<file path="config.mk">
export PLATFORM = sky130hd
export DESIGN_NAME = alu_regfile
export DESIGN_NICKNAME = d
export VERILOG_FILES = /design/src/rtl/alu_regfile.sv
export SDC_FILE = /design/constraint.sdc
export NUM_CORES = 1
export LEC_CHECK = 0
export CAP_MARGIN = 20
export CORE_MARGIN = 4
export CORE_UTILIZATION = 25
export DETAILED_ROUTE_END_ITERATION = 16
export PLACE_DENSITY = 0.39
export SYNTH_ARGS = -nofsm -noshare
export SYNTH_HDL_FRONTEND = slang
export SYNTH_SLANG_ARGS = --single-unit
</file>
<file path="constraint.sdc">
create_clock -name clk -period 3.6 [get_ports clk]
set_input_delay 0.54 -clock clk [delete_from_list [all_inputs] [get_ports clk]]
set_output_delay 0.54 -clock clk [all_outputs]
set_load 0.05 [all_outputs]
</file>
<file path="src/rtl/alu_regfile.sv">
// ============================================================================
// Module   : alu_regfile
// Purpose  : 8-entry register file feeding a combinational ALU with write-back.
// Revision : 1.0 - initial release
// ============================================================================
`default_nettype none

module alu_regfile #(
  parameter int DW = 8,
  parameter int AW = 3
) (
  input  logic          clk,
  input  logic          rst,
  input  logic [AW-1:0] addr1,
  input  logic [AW-1:0] addr2,
  input  logic [AW-1:0] wr_addr,
  input  logic          rd,
  input  logic          wr,
  input  logic          ld,
  input  logic [DW-1:0] data_in,
  input  logic [2:0]    alu_ctrl,
  output logic [DW-1:0] data_out1,
  output logic [DW-1:0] data_out2,
  output logic [DW-1:0] alu_out,
  output logic          cy,
  output logic          zero,
  output logic          cy_flag,
  output logic          zero_flag
);

  localparam int          c_NREGS = 2 ** AW;
  localparam logic [2:0]  c_OP_ADD = 3'b000;
  localparam logic [2:0]  c_OP_SUB = 3'b001;
  localparam logic [2:0]  c_OP_AND = 3'b010;
  localparam logic [2:0]  c_OP_OR  = 3'b011;
  localparam logic [2:0]  c_OP_XOR = 3'b100;
  localparam logic [2:0]  c_OP_NOT = 3'b101;
  localparam logic [2:0]  c_OP_SHL = 3'b110;
  localparam logic [2:0]  c_OP_SHR = 3'b111;

  logic [DW-1:0] regs_q [c_NREGS];
  logic [DW-1:0] op_a_q;
  logic [DW-1:0] op_b_q;
  logic          cy_flag_q;
  logic          zero_flag_q;

  logic [DW-1:0] w_res;
  logic          w_cy;
  logic          w_zero;

  always_comb begin
    w_res = '0;
    w_cy  = 1'b0;
    case (alu_ctrl)
      c_OP_ADD: {w_cy, w_res} = {1'b0, op_a_q} + {1'b0, op_b_q};
      // The extra top bit of the 9-bit difference is the unsigned borrow.
      c_OP_SUB: {w_cy, w_res} = {1'b0, op_a_q} - {1'b0, op_b_q};
      c_OP_AND: w_res = op_a_q & op_b_q;
      c_OP_OR:  w_res = op_a_q | op_b_q;
      c_OP_XOR: w_res = op_a_q ^ op_b_q;
      c_OP_NOT: w_res = ~op_a_q;
      c_OP_SHL: begin
        w_res = {op_a_q[DW-2:0], 1'b0};
        w_cy  = op_a_q[DW-1];
      end
      c_OP_SHR: begin
        w_res = {1'b0, op_a_q[DW-1:1]};
        w_cy  = op_a_q[0];
      end
      default: begin
        w_res = '0;
        w_cy  = 1'b0;
      end
    endcase
  end

  assign w_zero = (w_res == '0);

  // Operand capture reads the pre-edge array, so a same-cycle write is not bypassed.
  always_ff @(posedge clk) begin
    if (rst) begin
      for (int i = 0; i < c_NREGS; i++) begin
        regs_q[i] <= '0;
      end
      op_a_q      <= '0;
      op_b_q      <= '0;
      cy_flag_q   <= 1'b0;
      zero_flag_q <= 1'b0;
    end else begin
      if (rd) begin
        op_a_q <= regs_q[addr1];
        op_b_q <= regs_q[addr2];
      end
      if (ld) begin
        regs_q[wr_addr] <= data_in;
      end else if (wr) begin
        regs_q[wr_addr] <= w_res;
        cy_flag_q       <= w_cy;
        zero_flag_q     <= w_zero;
      end
    end
  end

  assign data_out1 = op_a_q;
  assign data_out2 = op_b_q;
  assign alu_out   = w_res;
  assign cy        = w_cy;
  assign zero      = w_zero;
  assign cy_flag   = cy_flag_q;
  assign zero_flag = zero_flag_q;

endmodule

`default_nettype wire

</file>
; ---- Word level (Yosys, flattened, before mapping)
; Memories as Yosys holds them, arrays and structs flattened. A register that Yosys moved wholly into a read port is not among the register bits.
; Index checks and enable logic that the tools add are counted.
[word_totals]
reg_bits = 2
ram_bits = 64
in_bits = 25
output_inout_bits = 28
word_cells = 37
memories = 1
[memory_table]
columns = name, depth, width, read_ports, rd_clocked_by_memory_dff, wr, line
row1 = regs_q, 8, 8, 2, 2, 8, 41  ; logic [DW-1:0] regs_q [c_NREGS];
[op_classes]
add_sub_neg = 2
eq_ne = 7
muxes = 15
n_bitwise = 6
n_reduce_logical = 4
[op_table]
columns = op, n
row1 = $pmux 8 s8, 1
row2 = $mux 8, 2
row3 = $eq 3x3->1 const B, 4
row4 = $mux 1, 10
row5 = $add 8x8->9, 1
row6 = $sub 8x8->9, 1
row7 = $and 8x8->8, 1
row8 = $logic_not 8->1, 1
row9 = $not 8->8, 1
row10 = $or 8x8->8, 1
row11 = $reduce_or 8->1, 1
row12 = $xor 8x8->8, 1
row13 = $eq 3x2->1 const B, 2
row14 = $pmux 1 s4, 1
row15 = $eq 3x1->1 const B, 1
row16 = $logic_not 3->1, 1
row17 = $mux 3, 1
row18 = $reduce_and 2->1, 1
row19 = $not 1->1, 1
row20 = $or 1x1->1, 1

; ---- Depth between registers and ports, before layout
; Gate-level depths: netlist of run 1.
[logic_depth]
ltp_word = 7
mapped_depth = 12

; ---- Worst setup path before layout of run 1
; Ideal clock, no wire load.
[synth_path]
path_type = flip-flop to output port
start = reg op_a_q[1], in the netlist data_out1[1], read port of regs_q
end = out zero
t_arrival_ps = 3456
setup_slack_ps = -396
path_stages_with_launch = 10
cell_sequence = dfxtp_1 > inv_1 > ha_1 > nor3_4 > o311ai_2 > o211ai_2 > xnor2_1 > mux4_2 > nand4b_1 > nor2_1
[synth_between]
elab_chain_cells = 3
word_cells_on_any_way = 8
classes_between = add/sub: 2 / mux: 1 / bitwise: 4 / reduce/logical: 1
[synth_lines]
columns = item, line
row1 = start: declaration, 42  ; logic [DW-1:0] op_a_q;
row2 = $sub 8x8->9 / $add 8x8->9 (equally long branches), "57, 55"
row3 = $pmux 8 s8 *, 54  ; case (alu_ctrl)
row4 = net alu_out[5], 24  ; output logic [DW-1:0] alu_out,
row5 = $logic_not 8->1 *, 77  ; assign w_zero = (w_res == '0);
row6 = end: declaration, 26  ; output logic zero,
; Mark *: on every way through the listed nets, which the timed path passes. The rest lies on a longest branch.

; ---- Worst setup path after layout of run 1
[layout_path]
start = reg op_a_q[0], in the netlist data_out1[0], read port of regs_q
end = out zero
[layout_between]
elab_chain_cells = 3
word_cells_on_any_way = 8
classes_between = add/sub: 2 / mux: 1 / bitwise: 4 / reduce/logical: 1
[layout_lines]
columns = item, line
row1 = "$sub 8x8->9, or another cell as far along", 57  ; c_OP_SUB: {w_cy, w_res} = {1'b0, op_a_q} - {1'b0, op_b_q};
row2 = $pmux 8 s8 *, 54
row3 = $logic_not 8->1 *, 77
; Mark *: on every way between the ends. The rest lies on a longest branch, timed or not.

==> reports/qor.csv, run 1 <==
stage,metric,value,unit
synth,synth_ff_type,edfxtp_1,
worst_setup_path,cp_data_required_time,3.06,ns
clock_tree,cts_buffer_depth,2,
power_and_ir_drop,sw_frac_of_total,30.3,%
routing,wl_met2,8.27,mm
synth,syn_area_per_cell,11.3,µm²
worst_setup_path,worstPathCellList,"inv_4, ha_4, inv_2, fa_1, mux4_2, mux2i_2, nand2b_1, a211oi_2, nand4b_1, nor2_4, buf_12",
floorplanning,die_h,155,µm
status,status,"finished, final reports clean",
cells_and_area,multiInputGateArea,2920,µm²
place,post-dp-hpwl,12.6,mm
worst_setup_path,cp_num_buf_inv,3,
grt,grt_pass1_vias,4191,
timing,max_freq,0.287,GHz
power_and_ir_drop,combPwrFrac,28.6,%
power_and_ir_drop,switchingPower,0.000871,W
synth,syn_inst,477,
grt,antenna_found_initial,0,
worst_setup_path,crit_family,multiplexers,
timing,slew_viol_final,0,
routing,highest_layer,met4,
floorplanning,initial_core_util,25.5,%
run,drv_cap,0,
floorplanning,die_w,155,µm
worst_setup_path,start_kind,flip-flop,
routing,drt_first_pass_iters,6,
power_and_ir_drop,vdd_drop_max,235,µV
place,io_buffer_count,52,
synth,synthesis.area,5380,µm²
place,placed_cell_area,6450,µm²
power_and_ir_drop,clkPwrFrac,32.8,%
timing,fin_crit,3.48,ns
worst_setup_path,cp.arrival,2.94,ns
routing,dr_wl_met3,494,µm
routing,routedLengthMet1,6.86,mm
worst_setup_path,rrSetupSlack,0.57,ns
cells_and_area,drive_gt1_share,25.7,%
synth,yosysUniqueCellTypes,59,
synth,ys_ff_latch,82,
timing,relSlewSlack,40.6,%
clock_tree,cts-buffers-inserted,9,
min_path,hp-class,flip-flop to flip-flop,
timing,hold_violations,0,
cells_and_area,nNetsFinal,611,
timing,skew,0.00528,ns
grt,grt_usage,13.4,%
synth,synthAdderAreaFrac,6.32,%
cells_and_area,antenna_cells,0,
routing,final_antenna_net_count,0,
routing,wl,15.8,mm
synth,yosysWarnings,0,
clock_tree,clk_pin_slew,0.06,ns
worst_setup_path,max_stage_delay,0.48,ns
worst_setup_path,crit_type,flip-flop to output port,
power_and_ir_drop,powerDensity,414,nW/µm²
cells_and_area,areaGrowthSynthToFinish,28.9,%
grt,grt_pass1_wl,24.9,mm
clock_tree,clock-sinks,82,
floorplanning,io_pins,53,
synth,syn_nets,528,
synth,synth_top_family_by_area,multiplexers,
cells_and_area,num-fill-cells,2157,
synth,seq_area_frac_synth,42.4,%
cells_and_area,seq_area,2300,µm²
synth,ys_async_sr_fraction,0,%
floorplanning,row_count,53,
timing,finalCritPeriodShare,96.6,%
worst_setup_path,worstPathMaxFanout,4,
synth,synth-compound-area-share,10.7,%
place,place_congestion,0.860,
power_and_ir_drop,p_seq_share,38.6,%
grt,overflow,0,
floorplanning,dieArea,23900,µm²
synth,synthMuxAreaShare,21.5,%
synth,synth-simple-area-share,13.3,%
routing,viasPerCell,4.75,
clock_tree,cts_tree,built,
floorplanning,core-area,21100,µm²
clock_tree,cts-root-buf,clkbuf_16,
cells_and_area,final_area,6940,µm²
clock_tree,htreeDepth,3,
worst_setup_path,cpMaxStageDelayCell,fa_1,
power_and_ir_drop,total_power,0.00288,W
timing,setup_viol_count_final,0,
routing,vias,3988,
clock_tree,insertion_delay,0.34,ns
routing,drt_iter0_drc,210,
power_and_ir_drop,intPower,0.00200,W
routing,wl_per_cell,18.8,µm
power_and_ir_drop,p_leak,2.59,nW
worst_setup_path,endpoint_kind,output port,
timing,whs,0.501,ns
synth,synth_edf_count,64,
synth,synthXorXnorAreaFrac,0.814,%
grt,grt_max_degree,33,
timing,worstMarginPinSlew,0.889,ns
routing,drc,0,
==> cell usage after synthesis, types with 3 or more instances <==
| master | n | area, µm² |
|---|---|---|
| dfxtp_1 | 18 | 360 |
| o221ai_1 | 5 | 43.8 |
| ha_1 | 24 | 300 |
| a211oi_1 | 21 | 158 |
| o21ai_0 | 10 | 50.1 |
| nand3_1 | 9 | 45.0 |
| nor2b_1 | 9 | 56.3 |
| o31a_1 | 3 | 26.3 |
| mux4_2 | 37 | 833 |
| edfxtp_1 | 64 | 1920 |
| a21o_1 | 3 | 22.5 |
| nor2_1 | 86 | 323 |
| xnor2_1 | 3 | 26.3 |
| buf_2 | 9 | 45.0 |
| a21oi_1 | 9 | 45.0 |
| nand2_1 | 19 | 71.3 |
| inv_1 | 32 | 120 |
| buf_1 | 4 | 15.0 |
| clkbuf_1 | 12 | 45.0 |
| mux2i_1 | 25 | 250 |
| buf_4 | 3 | 22.5 |
| nand2b_1 | 14 | 87.6 |
| nor3_1 | 13 | 65.1 |
==> final cells by class <==
class                           instances  share of cell area (%)
Clock buffer                           13                    3.75
Clock inverter                          3                   0.577
Inverter                               34                    1.88
Multi-Input combinational cell        332                    42.1
Sequential cell                        82                    33.1
Tap cell                              275                    4.96
Timing Repair Buffer                  101                    13.6
==> through the flow <==
stage / cells / TNS [ns] / util [%] / setup slack (ns)
after detailed placement: 814 / 0 / 30.6 / 0.0257
after global routing: 840 / -0.00444 / 32.9 / -0.00444
final: 840 / 0 / 32.9 / 0.121
after floorplan: 477 / 0 / - / 0.0123
after CTS: 838 / 0 / 32.6 / 0.00472
after global placement: 814 / 0 / 30.6 / 0.0222
==> path summary, 6_finish.rpt <==
path | from | endpoint | cells past startpoint
worst max-delay path | data_out1[0] | zero | 11
worst min-delay path | zero_flag | zero_flag | 2
worst max register to register | data_out1[0] | regs_q[4][1] | 16
worst min register to register | zero_flag | zero_flag | 2
==> cells in the final DEF (no fill, tap or decap), drive strengths merged, types with 5 or more instances in the layout <==
cell / Yosys / routed
buf: 17 / 59
o221ai: 5 / 5
inv: 33 / 33
clkbuf: 12 / 13
ha: 24 / 24
clkdlybuf4s50: 0 / 42
nor2b: 9 / 9
a211oi: 21 / 21
nand2b: 14 / 14
mux2i: 28 / 28
dfxtp: 18 / 18
edfxtp: 64 / 64
nor3: 15 / 15
a21oi: 9 / 9
nand3: 9 / 9
nor2: 86 / 86
o21ai: 11 / 11
nand2: 19 / 19
mux4: 37 / 37
==> cells by family (layout without fill, tap and decap cells) <==
logic type / count (synthesis) / in the layout
and+or+nand+nor: 158 / 158
DFF: 82 / 82
AOI/OAI and AO/OA: 76 / 76
muxes: 67 / 67
buffers and inverters: 63 / 151
adders and majority gates: 26 / 26
xor gates and xnor gates: 5 / 5
==> power groups by stage <==
stage	Combinational, W	Sequential [W]	Clock [W]
after floorplan	0.000442	0.00117	0
after global placement	0.000785	0.00113	0
after detailed placement	0.000784	0.00113	0
after CTS	0.000820	0.00111	0.000961
after global routing	0.000885	0.00112	0.000999
final	0.000823	0.00111	0.000944
==> flip-flops by register name, summed over array words and instances, names as in the netlist <==
signal     count
cy_flag        1
zero_flag      1
data_out2      8
regs_q        64
data_out1      8
==> per-layer routing <==
layer,vias up,track usage (%)
met4,0,3.03
met1,1964,17.1
met2,76,24.3
met3,10,1.65
li1,1938,-
met5,-,0
==> repair_timing <==
action | CTS | global route
resized for setup | 13 | 11
pin swaps | 3 | 5
buffers inserted | 8 | 1
hold buffers | 0 | 0
endpoints found under the setup margin | 2 | 2
==> tightest hold or removal path: stages, from the launching register on <==
cell	delay, ns
dfxtp_1	0.32
inv_1	0.06
o32ai_2	0.08
Power figures use the tool's default switching activity.
==> run 2, diff against run 1 <==
==> constraint.sdc (replaced) <==
create_clock -name clk -period 4.1 [get_ports clk]
set_input_delay 0.615 -clock clk [delete_from_list [all_inputs] [get_ports clk]]
set_output_delay 0.615 -clock clk [all_outputs]
set_load 0.005 [all_outputs]
==> reports/qor.csv, run 2 (synthesized netlist as in run 1, its figures left out) <==
stage,metric,value,unit,change
clock_tree,htreeDepth,3,,unchanged
min_path,hp-class,flip-flop to flip-flop,,
power_and_ir_drop,clkPwrFrac,35.2,%,+2.4 points
place,dpl.cell_count,801,,-1.6%
power_and_ir_drop,switchingPower,0.000662,W,-24%
worst_setup_path,cp.arrival,3.08,ns,+0.14 ns
timing,setup_viol_count_final,0,,unchanged
grt,overflow,0,,unchanged
place,post-dp-hpwl,12.6,mm,about the same
clock_tree,cts-root-buf,clkbuf_16,,
timing,finalCritPeriodShare,90.0,%,
timing,skew,0.00657,ns,+0.00129 ns
grt,grt_pass1_vias,4120,,-1.7%
power_and_ir_drop,vdd_drop_max,231,µV,-1.6%
cells_and_area,antenna_cells,0,,unchanged
grt,grt_max_degree,33,,unchanged
floorplanning,die_w,155,µm,unchanged
cells_and_area,drive_gt1_share,19.1,%,-6.5 points
place,dp_slack,0.0790,ns,+0.0533 ns
status,status,"finished, final reports clean",,
clock_tree,insertion_delay,0.34,ns,about the same
routing,wl,15.6,mm,-0.97%
floorplanning,die_h,155,µm,unchanged
timing,hold_violations,0,,unchanged
power_and_ir_drop,powerDensity,354,nW/µm²,-15%
timing,worstMarginPinSlew,0.853,ns,-0.0355 ns
run,drv_cap,0,,unchanged
clock_tree,clk_pin_slew,0.06,ns,about the same
power_and_ir_drop,combPwrFrac,23.8,%,-4.8 points
routing,final_antenna_net_count,0,,unchanged
cells_and_area,largest_reg_flops,64,,unchanged
power_and_ir_drop,sw_frac_of_total,27.8,%,-2.5 points
routing,wl_per_cell,19.0,µm,+1.6%
cells_and_area,layout_common_cells,"nor2_1 (86), edfxtp_1 (64), clkdlybuf4s50_1 (51), mux4_2 (37), inv_1 (31)",,
worst_setup_path,crit_type,flip-flop to output port,,
timing,grt_setup_unrepaired,false,,
timing,relSlewSlack,41.5,%,+0.92 points
worst_setup_path,cp_data_required_time,3.48,ns,+0.42 ns
worst_setup_path,endpoint_kind,output port,,
clock_tree,cts_buffer_depth,2,,unchanged
routing,vias,3904,,-2.1%
cells_and_area,final_cells,819,,-2.5%
floorplanning,core-area,21100,µm²,unchanged
worst_setup_path,worstPathMaxFanout,5,,+1
floorplanning,dieArea,23900,µm²,unchanged
grt,antenna_found_initial,0,,unchanged
clock_tree,clock-sinks,82,,unchanged
power_and_ir_drop,intPower,0.00172,W,-14%
timing,slew_viol_final,0,,unchanged
routing,drc,0,,unchanged
timing,fin_crit,3.69,ns,
clock_tree,cts_tree,built,,
grt,grt_usage,13.3,%,-0.12 points
worst_setup_path,rrSetupSlack,1.10,ns,+0.53 ns
floorplanning,row_count,53,,unchanged
timing,fin_ws,0.409,ns,+0.288 ns
place,place_congestion,0.844,,-1.8%
routing,viasPerCell,4.77,,+0.40%
cells_and_area,nNetsFinal,590,,-3.4%
worst_setup_path,start_kind,flip-flop,,
grt,grt_pass1_wl,24.2,mm,-2.7%
timing,whs,0.496,ns,-0.00476 ns
place,io_buffer_count,52,,unchanged
clock_tree,cts-buffers-inserted,9,,unchanged
power_and_ir_drop,p_seq_share,41.0,%,+2.4 points
cells_and_area,final_util,31.9,%,-0.97 points
floorplanning,initial_core_util,25.5,%,unchanged
cells_and_area,regMostFlops,regs_q,,
cells_and_area,num-fill-cells,2184,,+1.3%
timing,setup_tns,0,ns,unchanged
routing,drt_iter0_drc,234,,+11%
timing,max_freq,0.271,GHz,
cells_and_area,final_common_cell,nor2_1,,
power_and_ir_drop,p_leak,2.48,nW,-4.2%
routing,drt_first_pass_iters,4,,-2
cells_and_area,areaGrowthSynthToFinish,25.1,%,
floorplanning,io_pins,53,,unchanged
-- run 2: changes by cell type in the layout (fill, tap and decap cells not counted), sizes merged --
| cell | previous run | this run |
|---|---|---|
| dlymetal6s2s | 0 | 1 |
| buf | 59 | 28 |
| clkdlybuf4s50 | 42 | 51 |
| clkinvlp | 0 | 1 |
| clkinv | 3 | 2 |
| bufinv | 1 | 0 |
| inv | 33 | 34 |
-- run 2: metrics by stage --
stage | area, µm² | total power [W]
global route | 6730 | 0.00250
global placement | 6310 | 0.00155
detailed placement | 6310 | 0.00155
CTS | 6650 | 0.00240
floorplan | 5380 | 0.00132
finish | 6730 | 0.00239
-- run 2: critical path, stage by stage (launching register included) --
cell and delay (ns):
dfxtp_1 0.33, inv_1 0.08, ha_1 0.40, inv_1 0.22, o21ai_0 0.17, and2_1 0.23, o31a_1 0.28, o31a_1 0.25
a31oi_1 0.26, inv_1 0.07, clkdlybuf4s50_1 0.45
-- run 2: timing repair --
item,CTS,global route
resized for setup,2,14
endpoints found under the setup margin,1,1
buffers inserted,1,0
pin swaps,1,3
hold buffers,0,0
-- run 2: power by group through the flow --
stage	clock, W	combinational (W)	sequential, W
5_1_grt	0.000889	0.000622	0.000985
3_3_place_gp	0	0.000562	0.000992
3_5_place_dp	0	0.000558	0.000996
4_1_cts	0.000860	0.000563	0.000978
2_1_floorplan	0	0.000332	0.000987
6_report	0.000839	0.000568	0.000978
-- run 2: final cells by class --
class | count | area, µm² | area share, %
clock inverter | 3 | 25.0 | 0.372
timing repair buffer | 80 | 766 | 11.4
inverter | 34 | 128 | 1.90
sequential | 82 | 2290 | 34.0
tap | 275 | 344 | 5.11
multi-input combinational | 332 | 2890 | 42.9
clock buffer | 13 | 293 | 4.35
-- run 2: worst paths after layout --
path | startpoint | end | depth (start not counted)
max | data_out1[3] | cy | 10
min | zero_flag | zero_flag | 2
max reg2reg | data_out2[0] | regs_q[3][6] | 10
min reg2reg | zero_flag | zero_flag | 2
-- run 2: layer usage --
layer | global-route usage (%) | wire length (µm)
met1 | 16.6 | 6780
met5 | 0 | 0
met3 | 1.73 | 467
met2 | 24.1 | 8140
met4 | 3.74 | 212
